[src/rtl/serial_paralelo_pkg.sv]
// serial_paralelo_pkg: shared lock-FSM state encoding and parameter defaults for serial_paralelo_sync
package serial_paralelo_pkg;

    typedef enum logic [1:0] {
        SEARCH = 2'd0,
        ALIGN  = 2'd1,
        LOCKED = 2'd2
    } sp_state_t;

    localparam int         SP_DATA_W   = 8;
    localparam logic [7:0] SP_COMMA    = 8'hBC;
    localparam int         SP_LOCK_CNT = 4;
    localparam int         SP_LOSS_CNT = 2;

endpackage

[src/rtl/serial_paralelo_sync_sp_shift_window.sv]
// sp_shift_window: serial shift register and bit counter producing the current word window and boundary flags
// Ports:
//   i_clk, i_rst_n     bit clock, asynchronous active-low reset
//   i_bit, i_valid     serial bit (MSB first) and stream-valid qualifier
//   i_realign          force the current cycle to be a word end (comma found while searching)
//   o_window           {previous DATA_W-1 bits, i_bit}
//   o_comma_hit        window equals COMMA on a valid cycle
//   o_word_end         valid cycle on which the bit counter is at DATA_W-1
module sp_shift_window #(
    parameter int                DATA_W = 8,
    parameter logic [DATA_W-1:0] COMMA  = '0
) (
    input  logic              i_clk,
    input  logic              i_rst_n,
    input  logic              i_bit,
    input  logic              i_valid,
    input  logic              i_realign,
    output logic [DATA_W-1:0] o_window,
    output logic              o_comma_hit,
    output logic              o_word_end
);

    localparam int BW = $clog2(DATA_W);

    // Only the DATA_W-1 older bits are stored; the newest bit comes straight from the line.
    logic [DATA_W-2:0] r_shreg;
    logic [BW-1:0]     r_bit_cnt;

    assign o_window    = {r_shreg, i_bit};
    assign o_comma_hit = i_valid && (o_window == COMMA);
    assign o_word_end  = i_valid && (r_bit_cnt == BW'(DATA_W - 1));

    always_ff @(posedge i_clk or negedge i_rst_n) begin
        if (!i_rst_n) begin
            r_shreg   <= '0;
            r_bit_cnt <= '0;
        end else if (!i_valid) begin
            r_shreg   <= '0;
            r_bit_cnt <= '0;
        end else begin
            r_shreg   <= o_window[DATA_W-2:0];
            r_bit_cnt <= (i_realign || o_word_end) ? '0 : r_bit_cnt + 1'b1;
        end
    end

endmodule

[src/rtl/serial_paralelo_sync.sv]
// serial_paralelo_sync: serial-to-parallel converter with comma alignment and lock FSM on the bit clock
// Ports:
//   clk_32f        serial bit clock (rising edge)
//   reset_L        asynchronous active-low reset
//   data_input     serial bit, MSB first
//   valid_in       stream valid; low clears alignment and returns to SEARCH
//   data_output    last completed word (held when no new word)
//   data_valid     one-cycle strobe when data_output updates
//   active_output  high while word lock is held
//   BC_contador    consecutive aligned comma count, saturating at LOCK_CNT
// Build option: SERIAL_PARALELO_COMMA_DROP_EN strips aligned commas from the output while locked.
module serial_paralelo_sync
    import serial_paralelo_pkg::*;
#(
    parameter int                DATA_W   = SP_DATA_W,
    parameter logic [DATA_W-1:0] COMMA    = DATA_W'(SP_COMMA),
    parameter int                LOCK_CNT = SP_LOCK_CNT,
    parameter int                LOSS_CNT = SP_LOSS_CNT,
    localparam int               CNT_W    = $clog2(LOCK_CNT + 1)
) (
    input  logic              clk_32f,
    input  logic              reset_L,
    input  logic              data_input,
    input  logic              valid_in,
    output logic [DATA_W-1:0] data_output,
    output logic              data_valid,
    output logic              active_output,
    output logic [CNT_W-1:0]  BC_contador
);

    localparam int MW = $clog2(LOSS_CNT + 1);
`ifdef SERIAL_PARALELO_COMMA_DROP_EN
    localparam bit DROP = 1'b1;
`else
    localparam bit DROP = 1'b0;
`endif

    sp_state_t         r_state, w_state_n;
    logic [CNT_W-1:0]  r_bc, w_bc_n;
    logic [MW-1:0]     r_miss, w_miss_n;
    logic [DATA_W-1:0] r_data;
    logic              r_dv, r_active, w_load;
    logic [DATA_W-1:0] w_window;
    logic              w_comma_hit, w_word_end;

    sp_shift_window #(.DATA_W(DATA_W), .COMMA(COMMA)) u_win (
        .i_clk       (clk_32f),
        .i_rst_n     (reset_L),
        .i_bit       (data_input),
        .i_valid     (valid_in),
        .i_realign   (r_state == SEARCH && w_comma_hit),
        .o_window    (w_window),
        .o_comma_hit (w_comma_hit),
        .o_word_end  (w_word_end)
    );

    always_comb begin
        w_state_n = r_state;
        w_bc_n    = r_bc;
        w_miss_n  = r_miss;
        w_load    = 1'b0;
        if (!valid_in) begin
            w_state_n = SEARCH;
            w_bc_n    = '0;
            w_miss_n  = '0;
        end else begin
            case (r_state)
                SEARCH: if (w_comma_hit) begin
                    w_bc_n    = CNT_W'(1);
                    w_state_n = (LOCK_CNT == 1) ? LOCKED : ALIGN;
                end
                ALIGN: if (w_word_end) begin
                    w_bc_n    = w_comma_hit ? r_bc + 1'b1 : '0;
                    w_state_n = !w_comma_hit ? SEARCH :
                                (r_bc == CNT_W'(LOCK_CNT - 1)) ? LOCKED : ALIGN;
                end
                LOCKED: begin
                    w_load = w_word_end && !(DROP && w_comma_hit);
                    // An aligned comma is never a misalignment; it re-arms the loss counter.
                    if (w_comma_hit && w_word_end)
                        w_miss_n = '0;
                    else if (w_comma_hit && r_miss == MW'(LOSS_CNT - 1)) begin
                        w_state_n = SEARCH;
                        w_bc_n    = '0;
                        w_miss_n  = '0;
                    end else if (w_comma_hit)
                        w_miss_n = r_miss + 1'b1;
                end
                default: w_state_n = SEARCH;
            endcase
        end
    end

    always_ff @(posedge clk_32f or negedge reset_L) begin
        if (!reset_L) begin
            r_state  <= SEARCH;
            r_bc     <= '0;
            r_miss   <= '0;
            r_data   <= '0;
            r_dv     <= 1'b0;
            r_active <= 1'b0;
        end else begin
            r_state  <= w_state_n;
            r_bc     <= w_bc_n;
            r_miss   <= w_miss_n;
            r_data   <= w_load ? w_window : r_data;
            r_dv     <= w_load;
            r_active <= (w_state_n == LOCKED);
        end
    end

    assign data_output   = r_data;
    assign data_valid    = r_dv;
    assign active_output = r_active;
    assign BC_contador   = r_bc;

endmodule

[config.mk]
export PLATFORM = sky130hd
export DESIGN_NAME = serial_paralelo_sync
export DESIGN_NICKNAME = d
export VERILOG_FILES = /design/src/rtl/serial_paralelo_pkg.sv /design/src/rtl/serial_paralelo_sync_sp_shift_window.sv /design/src/rtl/serial_paralelo_sync.sv
export SDC_FILE = /design/constraint.sdc
export NUM_CORES = 1
export LEC_CHECK = 0
export BUFFER_PORTS_ARGS = -buffer_cell sky130_fd_sc_hd__clkbuf_2
export CAP_MARGIN = 20
export CORE_MARGIN = 8
export CORE_UTILIZATION = 44
export CTS_BUF_LIST = sky130_fd_sc_hd__clkbuf_4 sky130_fd_sc_hd__clkbuf_8
export CTS_CLUSTER_SIZE = 24
export DETAILED_ROUTE_END_ITERATION = 12
export PLACE_DENSITY_LB_ADDON = 0.1
export SYNTH_ARGS = -nofsm -noshare
export SYNTH_HDL_FRONTEND = slang
export SYNTH_SLANG_ARGS = --single-unit
[constraint.sdc]
create_clock -name clk_32f -period 1.8 [get_ports clk_32f]
set_input_delay 0.45 -clock clk_32f [delete_from_list [all_inputs] [get_ports clk_32f]]
set_output_delay 0.45 -clock clk_32f [all_outputs]
set_load 0.02 [all_outputs]
Word level (Yosys, flattened, before mapping) --
Cells that the tools add are included.
Word-level totals: bits in registers 27, bits of input ports 4, word-level logic and storage cells 59, output and inout port bits 13
Cells by class: reductions and logical operators 9, equal/unequal tests 14, add/subtract/negate cells 3, muxes and demuxes 25
Operators by type and width (number):
- 2-to-1 mux 2 bit | 12
- 2-to-1 mux 3 bit | 8
- inequality test 3 bit (second input constant) | 3
- one-hot mux 3 bit (3 select lines) | 1
- == test 8 bit (second input constant) | 1
- inequality test 4 x 1 -> 1 bit (second input constant) | 2
- 2-to-1 mux 7 bit | 1
- adder 3 x 1 -> 3 bit (second input constant) | 2
- one-hot mux 2 bit (3 select lines) | 1
- logical AND 1 bit | 5
- AND reduction 5 bit | 1
- == test 2 x 1 -> 1 bit (second input constant) | 2
- == test 2 bit (second input constant) | 2
- == test 3 x 2 -> 1 bit (second input constant) | 1
- == test 3 bit (second input constant) | 1
- inequality test 3 x 2 -> 1 bit (second input constant) | 1
- adder 2 x 1 -> 2 bit (second input constant) | 1
- logical NOT 2 bit | 1
- 2-to-1 mux 1 bit | 2
- inequality test 2 x 1 -> 1 bit (second input constant) | 1
- AND reduction 2 bit | 1
- logical OR 1 bit | 1

Depth between registers and ports, before layout --
Gate-level depths: netlist of run 1.
word-level depth 8, depth in mapped cells 8, gate-level depth less buffers 7

Modules after synthesis --
A second synthesis of run 1 with hierarchy kept.
Second synthesis, totals: cells, all modules 102, area total of the unflattened synthesis 1290.0 µm²
Modules (own cells, without submodules):
- serial_paralelo_sync | instances 1, sequential area each 425.4 µm², area an instance 887.1 µm², cells an instance 73
- sp_shift_window | instances 1, sequential area each 250.2 µm², area an instance 402.9 µm², cells an instance 29

Least setup slack after synthesis of run 1 --
No wires, ideal clock.
kind register to register, from reg r_state[1], to reg r_active, in the netlist active_output, setup time 0.067 ns, slack 0.078 ns, stages on the path, launching flop included 7, data required time 1.733 ns, period minus slack after synthesis 1.722 ns, data arrival time 1.655 ns, buffers on the path 0, cells stage by stage dfrtp_1 inv_1 ha_1 or3b_2 o31a_1 a31oi_1 a32o_1
Between the ends: longest elaborated chain between the ends 5, elaborated cells between the ends (all ways) 10, classes of those cells eq/ne (3); mux (6); reduce/logical (1)
Ends and longest elaborated chain:
- from (decl) | RTL line serial_paralelo_sync.sv:38 | sp_state_t r_state, w_state_n;
- from (signal assigned) | RTL line serial_paralelo_sync.sv:103 | r_state <= w_state_n;
- 2-to-1 mux 2 bit | RTL line serial_paralelo_sync.sv:82 | else if (w_comma_hit && r_miss == MW'(LOSS_CNT - 1)) begin
- 2-to-1 mux 2 bit | RTL line serial_paralelo_sync.sv:80 | if (w_comma_hit && w_word_end)
- one-hot mux 2 bit (3 select lines) (*) | RTL line serial_paralelo_sync.sv:67 | case (r_state)
- 2-to-1 mux 2 bit (*) | RTL line serial_paralelo_sync.sv:62 | if (!valid_in) begin
- == test 2 bit (*) | RTL line serial_paralelo_sync.sv:108 | r_active <= (w_state_n == LOCKED);
- to (signal assigned) | RTL line serial_paralelo_sync.sv:108
- to (decl) | RTL line serial_paralelo_sync.sv:42 | logic r_dv, r_active, w_load;
Mark *: on every way between the ends. The rest lies on a longest branch, timed or not. A chain may end at the register's enable or synchronous reset.

Worst setup path after layout of run 1 --
from reg u_win.r_bit_cnt[0], to reg r_active, in the netlist active_output
Between the ends: longest elaborated chain between the ends 7, elaborated cells between the ends (all ways) 8, classes of those cells eq/ne (2); mux (4); reduce/logical (2)
Ends and longest elaborated chain:
- from (decl) | RTL line serial_paralelo_sync_sp_shift_window.sv:27 | logic [BW-1:0] r_bit_cnt;
- from (signal assigned) | RTL line serial_paralelo_sync_sp_shift_window.sv:42 | r_bit_cnt <= (i_realign || o_word_end) ? '0 : r_bit_cnt + 1'b1;
- == test 3 bit (*) | RTL line serial_paralelo_sync_sp_shift_window.sv:31 | assign o_word_end = i_valid && (r_bit_cnt == BW'(DATA_W - 1));
- logical AND 1 bit (*) | RTL line serial_paralelo_sync_sp_shift_window.sv:31
- logical AND 1 bit | RTL line serial_paralelo_sync.sv:80
- 2-to-1 mux 2 bit | RTL line serial_paralelo_sync.sv:80
- one-hot mux 2 bit (3 select lines) (*) | RTL line serial_paralelo_sync.sv:67
- 2-to-1 mux 2 bit (*) | RTL line serial_paralelo_sync.sv:62
- named net w_state_n[1] | RTL line serial_paralelo_sync.sv:38
- == test 2 bit (*) | RTL line serial_paralelo_sync.sv:108
Mark *: on every way through the listed nets, which the timed path passes. The rest lies on a longest branch.

==> metrics.md, run 1 <==
| Metric | Value |
|---|---|
| Library cell occupying the most area in the post-synthesis netlist | sky130_fd_sc_hd__dfrtp_1 |
| Vert. Die Dim | 70.15 um |
| Multiplexer area fraction after synthesis | 10.09% |
| Wire length of the first global-routing pass | 4.305 mm |
| Async set-reset flop share out of synthesis | 100.0% |
| Combined global-route utilization of all metal layers | 10.31% |
| Cell types occupying the most area after synthesis | sky130_fd_sc_hd__dfrtp_1 52%, sky130_fd_sc_hd__ha_1 7.8%, sky130_fd_sc_hd__mux2_2 7.0%, sky130_fd_sc_hd__and2_1 4.4%, sky130_fd_sc_hd__mux2i_1 3.1% |
| Cell chosen for the clock root | sky130_fd_sc_hd__clkbuf_4 |
| Per-cell via count in the routed design | 5.343 |
| Crit path kind | flip-flop to flip-flop |
| Top cell type's share of synthesized area | 52.38% |
| Largest incremental delay on the critical path | 0.44 ns |
| Count of unresolved DRC violations after routing | 0 |
| Logic gate share of total power | 4.7% |
| Post-synthesis simple-gate area fraction | 19.20% |
| Maximum number of pins on one net before global-route repair | 28 |
| Critical path required time | 2.03 ns |
| Switching share of power | 23.44% |
| Starting density of the core | 46.38% |
| Final hold violation count | 0 |
| Pins over their slew limit | 0 |
| Number of max-cap violations | 0 |
| Maximum clock insertion buffer count | 2 |
| Layout net count | 151 |
| Number of distinct library cells after synthesis | 32 |
| Kind of capture point of the worst setup path | flip-flop |
| End-of-flow core utilization | 55.87% |
| Yosys synthesis warning count | 0 |
| Diode insertion count for antenna repair | 0 |
| CP bufs+invs | 0 |
| Clock tree from TritonCTS | built |
| Worst Hold Slack | 0.1129 ns |
| Area growth syn-to-layout | 20.47% |
| Half-perimeter wire length of the detailed placement result | 1.799 mm |
| Pwr Density | 602.6 mW/mm2 |
| R2R cell count | 7 |
| Dominant combinational cell family by area after synthesis | simple AND/OR/NAND/NOR gates |
| Post-synthesis compound-gate area fraction | 7.759% |
| Routability Congestion | 0.8089 |
| Vias in the first global route | 963 |
| Fraction of layout cells with a size suffix above 1 | 34.78% |
| First-pass iteration count of the detailed router | 5 |
| RSZ-0062 raised after global routing | false |
| Area share of fa/ha/maj cells after synthesis | 7.759% |
| Final setup TNS | 0 ns |
| Final number of setup-violating endpoints | 0 |
| Nets in the synthesized netlist | 124 |
| Total of buffers placed on input and output ports | 16 |
| Internal power | 0.7170 mW |
| Count of boundary I/O pins | 17 |
| Count of clock tree sinks | 27 |
| Predominant post-synthesis flop cell | sky130_fd_sc_hd__dfrtp_1 |
| Number of nets still failing antenna checks after routing | 0 |
| Total congestion overflow | 0 |
| Clock slew seen by the registers of the worst setup and hold paths | 0.15 ns |
| Final non-filler cell area | 0.001554 mm2 |
| Inserted Clock Buffers | 3 |
| Die area | 0.004920 mm2 |
| Status | finished, final reports clean |
| CP delay by family, top | flip-flops |
| Number of standard cells in the layout, taps in and fillers out | 169 |
| Highest attainable clock frequency | 583.2 MHz |
| Sequence of cells on the critical path | ha_4, ha_4, nor2_1, nand2_1, nor4b_2, o21bai_1, a32o_1 |
| Worst-Skew Late Latency | 0.33 ns |
| Cell count along the critical path | 7 |
| Slowest-stage cell, CP | sky130_fd_sc_hd__dfrtp_1 |
| H-tree levels | 1 |
| Initial detailed-routing violation count | 43 |
| Worst max-slew margin expressed relative to the limit | 56.37% |
| Post-synthesis cell count | 112 |
| Startpoint kind of the worst setup timing path | flip-flop |
| Post-detailed-route wirelength per cell | 14.62 um |
| Clock period minus worst slack | 1.715 ns |
| Via count | 903 |
| Initial antenna violation count | 0 |
| Core Region | 0.002781 mm2 |
| Post-Route WL | 2.470 mm |
| Number of placement rows | 19 |
| Switching power | 0.2195 mW |
| Worst path most repeated cell | sky130_fd_sc_hd__ha_4 |
| Worst-margin pin slew | 0.6545 ns |
| Cell area after technology mapping | 0.001290 mm2 |
| Average cell area after synthesis | 11.52 um2 |
| Share of the yosys chip area belonging to registers | 52.38% |
| Power share of the sequential group | 66.6% |
| Data arrival time at the worst-slack endpoint | 1.94 ns |
| Setup skew after layout | 0.006372 ns |
| Register bit count reported by yosys | 27 |
| Chip Width | 70.15 um |
| Hold crit path type | primary input to async pin |
| Cell count after placement | 163 |
| Max VDD drop | 0.4998 mV |
| Clock power share | 28.8% |
| Peak fanout along the critical path | 6 |
| Count of flip-flops with a built-in enable after synthesis | 0 |
| DP Area | 0.001464 mm2 |
| Cell leakage power | 0.7922 nW |
| Xor and xnor fraction of the mapped netlist area | 0% |
| Share of the clock period used by the worst path after layout | 95.26% |
[layout by cell type, fill, tap and decap left out, types with 2 or more instances in the layout]
master / count
sky130_fd_sc_hd__dfrtp_1: 27
sky130_fd_sc_hd__ha_2: 2
sky130_fd_sc_hd__nand2b_1: 2
sky130_fd_sc_hd__inv_1: 4
sky130_fd_sc_hd__nor2_1: 7
sky130_fd_sc_hd__clkbuf_2: 16
sky130_fd_sc_hd__mux2i_1: 4
sky130_fd_sc_hd__a31oi_1: 2
sky130_fd_sc_hd__a21boi_0: 2
sky130_fd_sc_hd__nand3_1: 5
sky130_fd_sc_hd__nand2_1: 7
sky130_fd_sc_hd__clkbuf_4: 3
sky130_fd_sc_hd__buf_4: 9
sky130_fd_sc_hd__nor2b_1: 2
sky130_fd_sc_hd__ha_4: 2
sky130_fd_sc_hd__and2_1: 9
sky130_fd_sc_hd__mux2_2: 8
sky130_fd_sc_hd__a21oi_1: 2
sky130_fd_sc_hd__ha_1: 4
[metrics by stage]
step	setup WS [ns]	power, mW
final	0.08534	0.9365
after global routing	0.001294	0.9800
after CTS	0.02878	0.9418
after detailed placement	-0.04685	0.6727
after global placement	0.04377	0.6705
after floorplan	0.07771	0.6491
[synthesized netlist by cell type, drive strengths merged (2+ instances only)]
cell	count
ha	8
o21ai	2
nand2	7
buf	2
and2	9
mux2	8
a21oi	2
mux2i	4
nand2b	2
nand3	5
clkbuf	2
a31oi	2
nor2b	3
inv	5
nand4	2
a21boi	2
dfrtp	27
nor2	7
[flip-flops by register name, indices dropped and copies added (netlist names)]
name,flops
r_miss,2
u_win.r_bit_cnt,3
r_state,2
active_output,1
BC_contador,3
data_output,8
data_valid,1
u_win.r_shreg,7
[worst register-to-register path, stage by stage (launching register included)]
cell and delay, ns:
sky130_fd_sc_hd__dfrtp_1 0.44, sky130_fd_sc_hd__ha_4 0.18, sky130_fd_sc_hd__ha_4 0.17, sky130_fd_sc_hd__nor2_1 0.09
sky130_fd_sc_hd__nand2_1 0.08, sky130_fd_sc_hd__nor4b_2 0.27, sky130_fd_sc_hd__o21bai_1 0.12, sky130_fd_sc_hd__a32o_1 0.27
[per-layer routing]
layer | wire [um] | up-vias | GRT usage (%)
met5 | 0 | - | 0
met3 | 85 | 5 | 2.966
met4 | 34 | 0 | 3.571
li1 | - | 441 | -
met1 | 1228 | 445 | 13.38
met2 | 1122 | 12 | 15.94
[path summary, 6_finish.rpt]
kind	from	slack, ns	to
hold reg to reg	u_win.r_bit_cnt[0]$_DFF_PN0_	0.50	u_win.r_bit_cnt[0]$_DFF_PN0_
setup / recovery	u_win.r_bit_cnt[0]$_DFF_PN0_	0.09	active_output$_DFF_PN0_
setup reg to reg	u_win.r_bit_cnt[0]$_DFF_PN0_	0.09	active_output$_DFF_PN0_
max in group asynchronous	reset_L	1.26	r_state[1]$_DFF_PN0_
hold / removal	reset_L	0.11	data_output[4]$_DFFE_PN0P_
min in group clk_32f	data_input	0.37	u_win.r_shreg[0]$_DFF_PN0_
[what timing repair did]
item	4_1_cts	5_1_grt
hold endpoints to repair	0	0
pin swaps	0	7
gates cloned	0	0
resized for setup	2	10
hold buffers	0	0
buffers inserted	0	2
setup endpoints to repair	4	1
[logic make-up (layout without fill, tap and decap cells)]
family / Yosys count / after routing
AO/OA/AOI/OAI: 14 / 14
AND/OR/NAND/NOR: 42 / 42
buffers and inverters: 9 / 35
multiplexers: 12 / 12
flip-flops: 27 / 27
adder cells (fa/ha/maj): 8 / 8
[layout make-up]
| type | instances | area, um2 |
|---|---|---|
| Fill cell | 245 | 1227 |
| Sequential cell | 27 | 675.6 |
| Multi-Input combinational cell | 76 | 623.1 |
| Timing Repair Buffer | 26 | 167.7 |
| Tap cell | 31 | 38.79 |
| Clock buffer | 3 | 22.52 |
| Inverter | 5 | 18.77 |
| Clock inverter | 1 | 7.507 |
[power by group through the flow]
stage,logic [mW],clock network (mW),registers [mW]
3_3_place_gp,0.0391,0,0.631
6_report,0.0436,0.269,0.624
4_1_cts,0.0410,0.280,0.621
2_1_floorplan,0.0186,0,0.631
3_5_place_dp,0.0408,0,0.632
5_1_grt,0.0518,0.303,0.625
Note: power is estimated with default switching activity, not from simulation.
==> run 2: changes to the inputs <==
Settings changed: CORE_UTILIZATION 44 to 38, RECOVER_POWER from default to 25.
==> run 2 against run 1 <==
Net effect: routed wire length grew 3.9%; register-to-register slack worse by 0.03 ns; sequential share of layout area is 1.4 points lower; hold slack gained 0.26 ns; combinational power decreased by 4%; largest cell class unchanged.
==> metrics.md, run 2 (synthesis results as in run 1) <==
| Metric | Value |
|---|---|
| Peak fanout along the critical path | 4 (-2) |
| Critical hold path startpoint | data_input |
| Per-cell via count in the routed design | 5.038 (-5.7%) |
| Launching point of the worst reg2reg path | r_state[0]$_DFF_PN0_ |
| Initial antenna violation count | 0 (unchanged) |
| Inserted Clock Buffers | 3 (unchanged) |
| GR Util met1 | 13.55% (+0.16 points) |
| H-tree levels | 1 (unchanged) |
| Maximum clock insertion buffer count | 2 (unchanged) |
| Met3 routing resource usage after global routing | 2.156% (-0.81 points) |
| Worst-margin pin slew | 1.430 ns (+0.7758 ns) |
| Total of buffers placed on input and output ports | 16 (unchanged) |
| Combined global-route utilization of all metal layers | 10.26% (-0.048 points) |
| Post-Route WL | 2.566 mm (+3.9%) |
| R2R cell count | 7 (unchanged) |
| Core Region | 0.003311 mm2 (+19%) |
| Via count | 932 (+3.2%) |
| RSZ-0062 raised after global routing | true |
| Starting density of the core | 38.96% (-7.4 points) |
| Cell chosen for the clock root | sky130_fd_sc_hd__clkbuf_4 |
| Kind of capture point of the worst setup path | flip-flop |
| Commonest cells after routing, fill and taps aside | 27 x sky130_fd_sc_hd__dfrtp_1, 14 x sky130_fd_sc_hd__clkbuf_2, 10 x sky130_fd_sc_hd__buf_4 |
| Clock period minus worst slack | 1.747 ns (+0.03244 ns) |
| Critical Path Start | r_state[0]$_DFF_PN0_ |
| Setup skew after layout | 0.008841 ns (+0.002469 ns) |
| Clock tree from TritonCTS | built |
| CP delay by family, top | flip-flops |
| Crit path setup slack, layout | 0.05290 ns (-0.03244 ns) |
| Reg-to-reg setup timing slack | 0.05 ns (-0.03 ns) |
| Grt peak-use layer | met2 |
| First-pass iteration count of the detailed router | 4 (-1) |
| Count of unresolved DRC violations after routing | 0 (unchanged) |
| Total of hold buffers inserted after clock tree synthesis | 0 (unchanged) |
| Critical path required time | 2.06 ns (+0.03 ns) |
| Diode insertion count for antenna repair | 0 (unchanged) |
| Chip Width | 74.27 um (+5.9%) |
| Crit path kind | flip-flop to flip-flop |
| Pins over their slew limit | 0 (unchanged) |
| Clock slew seen by the registers of the worst setup and hold paths | 0.14 ns (about the same) |
| Most common cell after layout, fill and taps aside | sky130_fd_sc_hd__dfrtp_1 |
| Pwr Density | 583.0 mW/mm2 (-3.3%) |
| Startpoint kind of the worst setup timing path | flip-flop |
| Post-detailed-route wirelength per cell | 13.87 um (-5.1%) |
| Global routing met2 resource utilization | 15.72% (-0.22 points) |
| Vias in the first global route | 1001 (+3.9%) |
| Max FFs per register | 8 (unchanged) |
| Routability Congestion | 0.8623 (+6.6%) |
| Final hold violation count | 0 (unchanged) |
| Reg-to-reg critical path endpoint | active_output$_DFF_PN0_ |
| Share of the clock period used by the worst path after layout | 97.06% (+1.8 points) |
| Half-perimeter wire length of the detailed placement result | 1.828 mm (+1.6%) |
| Post-Place Worst Slack | -0.02069 ns (+0.02617 ns) |
| Vert. Die Dim | 74.27 um (+5.9%) |
| Largest incremental delay on the critical path | 0.46 ns (+0.02 ns) |
| Count of boundary I/O pins | 17 (unchanged) |
| Cell count after placement | 177 (+8.6%) |
| End of the worst hold path | u_win.r_shreg[0]$_DFF_PN0_ |
| Cell leakage power | 0.8089 nW (+2.1%) |
| Total congestion overflow | 0 (unchanged) |
| Number of standard cells in the layout, taps in and fillers out | 185 (+9.5%) |
| Worst-Skew Late Latency | 0.32 ns (about the same) |
| Number of max-cap violations | 0 (unchanged) |
| Fraction of layout cells with a size suffix above 1 | 35.25% (+0.47 points) |
| Number of placement rows | 21 (+2) |
| Die area | 0.005515 mm2 (+12%) |
| Initial detailed-routing violation count | 63 (+47%) |
| Highest attainable clock frequency | 572.4 MHz (-1.9%) |
| Hold crit path type | primary input to flip-flop |
| Slowest-stage cell, CP | sky130_fd_sc_hd__dfrtp_1 |
| Count of clock tree sinks | 27 (unchanged) |
| Number of nets still failing antenna checks after routing | 0 (unchanged) |
| Layout net count | 152 (+0.66%) |
| Final number of setup-violating endpoints | 0 (unchanged) |
| Maximum number of pins on one net before global-route repair | 28 (unchanged) |
| CP bufs+invs | 1 (+1) |
| Wire length of the first global-routing pass | 4.471 mm (+3.9%) |
| Worst max-slew margin expressed relative to the limit | 4.647% (-52 points) |
| Sequence of cells on the critical path | buf_4, ha_1, nor2b_2, nand4_1, mux2i_1, o21bai_1, a32o_1 |
| Data arrival time at the worst-slack endpoint | 2.01 ns (+0.07 ns) |
| Max VDD drop | 0.3176 mV (-36%) |
| Status | finished, final reports clean |
| Area growth syn-to-layout | 24.44% |
| Hold path depth | 2 |
## run 2: worst max path at each step
stage | slack, ns | cells after the start | to
final | 0.05 | 7 | active_output$_DFF_PN0_
after global routing | -0.06 | 7 | active_output$_DFF_PN0_
after CTS | 0.04 | 6 | active_output$_DFF_PN0_
after detailed placement | -0.02 | 7 | BC_contador[0]$_DFFE_PN0P_
after global placement | 0.02 | 7 | active_output$_DFF_PN0_
after floorplan | 0.08 | 6 | active_output$_DFF_PN0_
## run 2: area by class of cell
class | instances | area (um2)
Multi-Input combinational cell | 76 | 650.6
Timing Repair Buffer | 27 | 172.7
Clock buffer | 4 | 30.03
Inverter | 5 | 18.77
Sequential cell | 27 | 675.6
Tap cell | 46 | 57.56
Fill cell | 327 | 1705
## run 2: metrics by stage
| stage | total power [mW] | TNS (ns) | hold WS [ns] | instance area, um2 | util (%) |
|---|---|---|---|---|---|
| floorplan | 0.6491 | 0 | 0.1544 | 1290 | - |
| global placement | 0.6714 | 0 | 0.4203 | 1475 | 44.56 |
| detailed placement | 0.6733 | -0.05641 | 0.4433 | 1475 | 44.56 |
| CTS | 0.9525 | 0 | 0.1563 | 1515 | 45.77 |
| global route | 0.9853 | -0.06437 | 0.3695 | 1605 | 48.49 |
| finish | 0.9358 | 0 | 0.3693 | 1605 | 48.49 |
## run 2: worst register-to-register path, cell delays in order (launching register included)
cell and delay (ns):
sky130_fd_sc_hd__dfrtp_1 0.46, sky130_fd_sc_hd__buf_4 0.17, sky130_fd_sc_hd__ha_1 0.19, sky130_fd_sc_hd__nor2b_2 0.18
sky130_fd_sc_hd__nand4_1 0.13, sky130_fd_sc_hd__mux2i_1 0.19, sky130_fd_sc_hd__o21bai_1 0.18, sky130_fd_sc_hd__a32o_1 0.20
## run 2: timing repair
action,4_1_cts,5_1_grt
setup buffers,1,3
endpoints found under the setup margin,4,1
pin swaps,0,7
gates resized for setup,2,15
## run 2: report_power, final
part / switching (mW) / total [mW] / internal (mW) / leakage [nW]
logic: 0.0271 / 0.0420 / 0.0148 / 0.418
registers: 0.00655 / 0.622 / 0.615 / 0.373
clock network: 0.170 / 0.272 / 0.102 / 0.0184
total: 0.204 / 0.936 / 0.732 / 0.809
## run 2: routing by layer
metal  vias to the layer above  wire, um
li1                        445         -
met1                       465      1168
met2                        16      1267
met3                         6        81
met4                         0        48
met5                         -         0
==> run 3: changes to the inputs <==
Settings changed: CORE_UTILIZATION 38 to 45.
==> run 3 against run 2 <==
Net effect: clock skew up 0.0010 ns; sequential share of layout area increased by 2.5 points; cell area fell by 5.5%; routed wire length down 4.8%; combinational power hardly changed; non-clock buffer count unchanged; die area fell by 12%; largest power group unchanged; worst setup slack gained 0.053 ns; largest cell class unchanged.
==> metrics.md, run 3 (synthesis results as in run 1) <==
| Metric | Value |
|---|---|
| Cell leakage power | 0.7866 nW (-2.8%) |
| Half-perimeter wire length of the detailed placement result | 1.827 mm (about the same) |
| RSZ-0062 raised after global routing | false |
| Worst-margin pin slew | 1.372 ns (-0.05805 ns) |
| Maximum number of pins on one net before global-route repair | 28 (unchanged) |
| Initial detailed-routing violation count | 96 (+52%) |
| Post-Route WL | 2.443 mm (-4.8%) |
| Total congestion overflow | 0 (unchanged) |
| Number of filler instances in the final layout | 247 (-24%) |
| Hold crit path type | primary input to flip-flop |
| Largest incremental delay on the critical path | 0.41 ns (-0.05 ns) |
| Wire length of the first global-routing pass | 4.388 mm (-1.9%) |
| Critical path required time | 2.03 ns (-0.03 ns) |
| Routability Congestion | 0.8700 (+0.89%) |
| Data arrival time at the worst-slack endpoint | 1.93 ns (-0.08 ns) |
| Share of the clock period used by the worst path after layout | 94.12% (-2.9 points) |
| Worst max-slew margin expressed relative to the limit | 8.517% (+3.9 points) |
| Peak fanout along the critical path | 6 (+2) |
| Kind of capture point of the worst setup path | flip-flop |
| Most common cell after layout, fill and taps aside | sky130_fd_sc_hd__dfrtp_1 |
| Count of unresolved DRC violations after routing | 0 (unchanged) |
| Starting density of the core | 47.19% (+8.2 points) |
| Clock period minus worst slack | 1.694 ns (-0.05287 ns) |
| Setup skew after layout | 0.009873 ns (+0.001032 ns) |
| Number of placement rows | 19 (-9.5%) |
| Core Region | 0.002734 mm2 (-17%) |
| Worst-Skew Late Latency | 0.33 ns (about the same) |
| Pwr Density | 612.1 mW/mm2 (+5.0%) |
| Via count | 916 (-1.7%) |
| Post-detailed-route wirelength per cell | 14.37 um (+3.6%) |
| Area growth syn-to-layout | 17.56% |
| First-pass iteration count of the detailed router | 4 (unchanged) |
| Diode insertion count for antenna repair | 0 (unchanged) |
| Final number of setup-violating endpoints | 0 (unchanged) |
| Count of clock tree sinks | 27 (unchanged) |
| Number of nets still failing antenna checks after routing | 0 (unchanged) |
| Final hold violation count | 0 (unchanged) |
| H-tree levels | 1 (unchanged) |
| Slowest-stage cell, CP | sky130_fd_sc_hd__dfrtp_1 |
| Clock slew seen by the registers of the worst setup and hold paths | 0.15 ns (about the same) |
| Initial antenna violation count | 0 (unchanged) |
| Fraction of layout cells with a size suffix above 1 | 34.53% (-0.72 points) |
| Sequence of cells on the critical path | ha_1, ha_2, nor2_2, nand2_2, nor4b_2, o21bai_1, a32o_1 |
| Chip Width | 69.54 um (-6.4%) |
| Number of standard cells in the layout, taps in and fillers out | 170 (-8.1%) |
| Pins over their slew limit | 0 (unchanged) |
| Number of max-cap violations | 0 (unchanged) |
| Status | finished, final reports clean |
| Vias in the first global route | 955 (-4.6%) |
| Inserted Clock Buffers | 3 (unchanged) |
| Combined global-route utilization of all metal layers | 10.98% (+0.72 points) |
| Tot Pwr | 0.9282 mW (-0.82%) |
| Vert. Die Dim | 69.54 um (-6.4%) |
| Startpoint kind of the worst setup timing path | flip-flop |
| Maximum clock insertion buffer count | 2 (unchanged) |
| Per-cell via count in the routed design | 5.388 (+7.0%) |
| Highest attainable clock frequency | 590.2 MHz (+3.1%) |
| Crit path kind | flip-flop to flip-flop |
| Total of hold buffers inserted after clock tree synthesis | 0 (unchanged) |
| Layout net count | 152 (unchanged) |
| Clock tree from TritonCTS | built |
| Count of boundary I/O pins | 17 (unchanged) |
| Commonest cells after routing, fill and taps aside | 27 x sky130_fd_sc_hd__dfrtp_1, 15 x sky130_fd_sc_hd__clkbuf_2, 10 x sky130_fd_sc_hd__buf_4 |
| Max FFs per register | 8 (unchanged) |
| Total of buffers placed on input and output ports | 16 (unchanged) |
| Max VDD drop | 0.5838 mV (+84%) |
| Die area | 0.004836 mm2 (-12%) |
| Cell chosen for the clock root | sky130_fd_sc_hd__clkbuf_4 |
| Cell count after placement | 163 (-7.9%) |
run 3: path summary, 6_finish.rpt:
check / start / to / cells past startpoint / slack [ns]
hold reg to reg: u_win.r_shreg[5]$_DFF_PN0_ / u_win.r_shreg[6]$_DFF_PN0_ / 1 / 0.52
setup reg to reg: u_win.r_bit_cnt[0]$_DFF_PN0_ / active_output$_DFF_PN0_ / 7 / 0.11
min in group asynchronous: reset_L / BC_contador[0]$_DFFE_PN0P_ / 1 / 0.39
hold / removal: data_input / u_win.r_shreg[0]$_DFF_PN0_ / 2 / 0.35
max in group asynchronous: reset_L / active_output$_DFF_PN0_ / 1 / 0.60
setup / recovery: u_win.r_bit_cnt[0]$_DFF_PN0_ / active_output$_DFF_PN0_ / 7 / 0.11
run 3: cell type report:
| class | count | area [um2] | area share (%) |
|---|---|---|---|
| Clock inverter | 1 | 7.507 | 0.4951 |
| Inverter | 5 | 18.77 | 1.238 |
| Clock buffer | 3 | 22.52 | 1.485 |
| Tap cell | 31 | 38.79 | 2.558 |
| Timing Repair Buffer | 27 | 157.7 | 10.40 |
| Multi-Input combinational cell | 76 | 595.6 | 39.27 |
| Sequential cell | 27 | 675.6 | 44.55 |
run 3: critical path: cells and delay by family (launching register included):
kind                     cells  cell delay, ns
adder cells (fa/ha/maj)      2            0.41
flip-flops                   1            0.41
AND/OR/NAND/NOR              3            0.39
AO/OA/AOI/OAI                2            0.38
run 3: report_power, final:
group | internal (mW) | switching [mW]
logic | 0.0156 | 0.0267
clock network | 0.0853 | 0.180
registers | 0.615 | 0.00508
total | 0.716 | 0.212
run 3: stage by stage:
step	worst slack [ns]	instance area [um2]	hold WS [ns]	TNS [ns]	util [%]
2_1_floorplan	0.07771	1290	0.1544	0	-
3_3_place_gp	0.02510	1451	0.4236	0	53.09
3_5_place_dp	-0.01640	1451	0.4329	-0.01640	53.09
4_1_cts	0.01968	1481	0.1274	0	54.19
5_1_grt	0.03310	1516	0.3315	0	55.47
6_report	0.1058	1516	0.3478	0	55.47
run 3: per-layer routing:
layer | wire (um) | track usage, %
met1 | 1157 | 13.12
met2 | 1126 | 17.11
met3 | 99 | 3.147
met4 | 60 | 6.378
met5 | 0 | 0
run 3: repair_timing:
item	CTS	global route
hold endpoints to repair	0	0
endpoints found under the setup margin	3	5
resized for setup	1	9
setup buffers	0	3
pin swaps	0	3
